[config.mk]
export PLATFORM = sky130hd
export DESIGN_NAME = fsm_mod_counter
export DESIGN_NICKNAME = d
export VERILOG_FILES = /design/src/rtl/fsm_mod_counter.sv
export SDC_FILE = /design/constraint.sdc
export NUM_CORES = 1
export LEC_CHECK = 0
export BUFFER_PORTS_ARGS = -buffer_cell sky130_fd_sc_hd__buf_4
export CORE_MARGIN = 2
export CORE_UTILIZATION = 40
export CTS_BUF_LIST = sky130_fd_sc_hd__clkbuf_2
export CTS_CLUSTER_SIZE = 30
export DETAILED_ROUTE_END_ITERATION = 10
export MAX_ROUTING_LAYER = met4
export REMOVE_ABC_BUFFERS = 1
export SLEW_MARGIN = 0
export SYNTH_ARGS = -nofsm -noshare
export SYNTH_HDL_FRONTEND = slang
export SYNTH_SLANG_ARGS = --single-unit
[constraint.sdc]
create_clock -name clk -period 7.58 [get_ports clk]
set_input_delay 0.379 -clock clk [delete_from_list [all_inputs] [get_ports clk]]
set_output_delay 0.379 -clock clk [all_outputs]
set_load 0.01 [all_outputs]
[src/rtl/fsm_mod_counter.sv]
// Modulo counter sequenced by an up/down/saturate FSM with run-time limit,
// registered binary + Gray outputs and a terminal-count pulse.
module fsm_mod_counter #(
  parameter int WIDTH = 4
) (
  input  logic             clk,
  input  logic             reset,
  input  logic             clear,
  input  logic             en,
  input  logic             load,
  input  logic [WIDTH-1:0] load_val,
  input  logic [WIDTH-1:0] limit,
  input  logic [1:0]       mode,
  input  logic             saturate,
  output logic [WIDTH-1:0] count,
  output logic [WIDTH-1:0] count_gray,
  output logic             dir_o,
  output logic             tc,
  output logic             sat
);
  typedef enum logic [1:0] {S_UP, S_DOWN, S_SAT} state_t;

  localparam logic [1:0] M_UP = 2'd0, M_DOWN = 2'd1, M_PING = 2'd2, M_HOLD = 2'd3;

  state_t           state, state_nxt;
  logic [1:0]       sat_mode, sat_mode_nxt;
  logic [WIDTH-1:0] count_nxt;
  logic             tc_nxt, down, at_bnd, sat_hold;

  // S_SAT only stays put while the mode that caused it is still selected
  assign sat_hold = (state == S_SAT) && (mode == sat_mode);

  always_comb begin
    state_nxt    = state;
    count_nxt    = count;
    sat_mode_nxt = sat_mode;
    tc_nxt       = 1'b0;
    down         = 1'b0;
    at_bnd       = 1'b0;
    if (clear) begin
      state_nxt = S_UP;
      count_nxt = '0;
    end else if (load) begin
      count_nxt = (load_val > limit) ? limit : load_val;
      state_nxt = (mode == M_DOWN) ? S_DOWN : S_UP;
    end else if (en && mode != M_HOLD && !sat_hold) begin
      case (mode)
        M_UP:    down = 1'b0;
        M_DOWN:  down = 1'b1;
        // ping-pong leaving S_SAT resumes the direction it saturated in
        default: down = (state == S_SAT) ? (sat_mode == M_DOWN) : (state == S_DOWN);
      endcase
      at_bnd = down ? (count == '0) : (count >= limit);
      tc_nxt = at_bnd;
      if (!at_bnd) begin
        count_nxt = down ? count - WIDTH'(1) : count + WIDTH'(1);
        state_nxt = down ? S_DOWN : S_UP;
      end else if (mode != M_PING && saturate) begin
        state_nxt    = S_SAT;
        sat_mode_nxt = mode;
      end else if (mode == M_PING) begin
        count_nxt = (limit == '0) ? '0 : (down ? WIDTH'(1) : limit - WIDTH'(1));
        state_nxt = down ? S_UP : S_DOWN;
      end else begin
        count_nxt = down ? limit : '0;
        state_nxt = down ? S_DOWN : S_UP;
      end
    end
  end

  always_ff @(posedge clk or posedge reset) begin
    if (reset) begin
      state      <= S_UP;
      sat_mode   <= M_UP;
      count      <= '0;
      count_gray <= '0;
      dir_o      <= 1'b0;
      tc         <= 1'b0;
      sat        <= 1'b0;
    end else begin
      state      <= state_nxt;
      sat_mode   <= sat_mode_nxt;
      count      <= count_nxt;
      count_gray <= count_nxt ^ (count_nxt >> 1);
      dir_o      <= (state_nxt == S_DOWN);
      tc         <= tc_nxt;
      sat        <= (state_nxt == S_SAT);
    end
  end
endmodule

==> qor.yml <==
synth_area_um2: 1270
clk-insertion-delay-late_ns: 0.26
grt.total_usage_pct: 19.0
cts_buffer_depth: 2
routedWlPerCell_um: 14.4
hold_viol: 0
synth_seq_cells: 14
critical_path.top_delay_family: "compound AO/OA/AOI/OAI gates"
syn_area_per_cell_um2: 8.56
num-nets-final: 202
synth_seq_area_share_pct: 27.6
cts_setup_buffers: 0
grt_pass1_wl_um: 5070
grt_start_max_net_pins: 15
route.detailed.drc: 0
synthAdderAreaFrac_pct: 12.4
setup_violations: 0
fp.dieW_um: 60.3
clock-sinks: 14
antenna_found_initial: 0
finalSetupTns_ns: 0
htree_num_levels: 1
ys.flop_type: "dfrtp_1"
total_power_uw: 230
synth_cell_types: 44
globalRouteOverflowTotal: 0
hp-class: "in -> async"
r2r_setup_slack_ns: 4.51
cpPeakStageDelay_ns: 0.76
leakagePower_nw: 0.722
drive_gt1_share_pct: 20.8
cts.repair.resized: 0
final.setup_skew_ns: 0.00376
drv_slew: 0
grt_pass1_vias: 1079
routed-via-count: 1188
postCtsHoldBufs: 0
postSynth.asyncResetShare_pct: 100
synth.top_cell.area_share_pct: 27.6
first_pass_iters: 4
status: "finished clean"
clk_pin_slew_worst_paths_ns: 0.13
synth_top_family_by_area: "compound AO/OA/AOI/OAI gates"
viasPerCell: 5.47
tritoncts: "yes"
gp_congestion: 0.873
clock.fmax_mhz: 326
io_pins: 27
die_h_um: 60.3
cts-buffers-inserted: 3
synth_common_cells: "dfrtp_1, a21oi_1, inv_1"
slowest_stage: "a31oi_1"
maxCapViolations: 0
cts-root-buf: "clkbuf_2"
rows: 20
worstSetupStartpointType: "register"
synthTopCellsByArea: "dfrtp_1, ha_1, a21oi_1"
power.density_nw_per_um2: 152
yosysMostFrequentCell: "dfrtp_1"
die_area_um2: 3630
dr.first_iter.drc_count: 57
finalCritPeriodShare_pct: 40.5
core_um2: 3030
num_antenna_cells: 0
end_kind: "register"
max_slew_margin_pct: 38.3
max-vdd-ir-drop_mv: 0.121
fin_crit_ns: 3.07
path_cells: "inv_1 -> ha_1 -> nand2b_1 -> a2111o_1 -> a31oi_1 -> nor3_1 -> a2111oi_1 -> o22ai_1 -> xnor2_1"
crit_buf_inv: 1
synth_edf_count: 0
netlist_instances: 148
start_util_pct: 41.9
synth_xor_area_share_pct: 3.46
yosys_warnings: 0
synthSimpleGateAreaFrac_pct: 22.6
worst_slew_pin_slew_ns: 0.922
synthMuxAreaShare_pct: 4.84
totalWireLength_um: 3120
rsz0062_at_grt: "no"
path_max_fanout: 13
io_buffers: 26
ant_nets: 0
yosysTopAreaCell: "dfrtp_1"
synth_compound_area_share_pct: 22.9
dp.final_hpwl_um: 2480
cp.arrival_ns: 3.22
cp.required_ns: 7.73
syn2layout_area_growth_pct: 19.0
path_class: "reg -> reg"
==> metrics by stage <==
step	util [%]	area (um^2)	setup WS (ns)	hold WS, ns	instances
final	49.8	1510	4.51	0.137	217
after global routing	49.8	1510	4.28	0.132	217
after CTS	49.8	1510	4.51	0.136	217
after detailed placement	49.2	1490	4.56	0.442	213
after global placement	49.2	1490	4.61	0.435	213
after floorplan	-	1240	4.82	0.268	143
==> state kept, by name, summed over array words and instances (netlist names) <==
register	count
dir_o	1
count	4
state	2
tc	1
count_gray	3
sat_mode	2
sat	1
==> power breakdown <==
part           total [mW]  leakage, nW  internal (mW)  switching [mW]
Sequential         0.0938        0.185         0.0838         0.00998
Combinational       0.102        0.523         0.0479          0.0546
Clock              0.0335       0.0140         0.0115          0.0220
==> per-layer routing <==
layer  GRT usage [%]  part of all wire [%]  vias to the layer above
li1                -                     -                      597
met1            26.4                    47                      557
met2            29.0                    48                       32
met3            4.11                   4.8                        2
met4            2.54                  0.26                        0
met5               -                     0                        -
==> worst paths after layout <==
kind	from	to	cells after the start
worst min-delay path	reset	state[1]	2
min in group clk	clear	state[0]	2
worst min register to register	sat_mode[1]	sat_mode[1]	1
max in group asynchronous	reset	count_gray[2]	2
worst max-delay path	count[0]	count_gray[0]	9
worst max register to register	count[0]	count_gray[0]	9
==> cell usage in the layout (no fill, tap or decap), types with 2 or more instances in the layout <==
master	n
nor2b_1	3
nand2b_1	7
o22ai_1	2
nand3_1	4
ha_1	11
a21oi_1	12
o21ai_0	8
nand2_1	6
a211oi_1	2
a21o_1	3
o31ai_1	2
buf_4	26
nor3b_1	2
and3_1	4
clkbuf_2	3
nor3_1	8
nor2_1	7
mux2i_1	5
nand4_1	3
a31oi_1	4
inv_1	12
xnor2_1	4
dfrtp_1	14
==> cell families (layout without fill, tap and decap cells) <==
family | Yosys count | count (layout)
xor+xnor | 5 | 5
flops | 14 | 14
fa+ha+maj | 12 | 12
buf+inv | 18 | 43
mux | 6 | 6
compound gates | 42 | 42
simple gates | 51 | 51
==> worst reg2reg max path, cell delays in order (launching register included) <==
cell	delay (ns)
dfrtp_1	0.45
inv_1	0.15
ha_1	0.24
nand2b_1	0.14
a2111o_1	0.42
a31oi_1	0.76
nor3_1	0.12
a2111oi_1	0.35
o22ai_1	0.17
xnor2_1	0.16
==> layout make-up <==
class                           instances  area, um^2
Sequential cell                        14         350
Clock inverter                          1        3.75
Timing Repair Buffer                   26         195
Clock buffer                            3        15.0
Tap cell                               44        55.1
Fill cell                             306        1520
Inverter                               13        48.8
Multi-Input combinational cell        116         840
(Power assumes the default switching activity.)
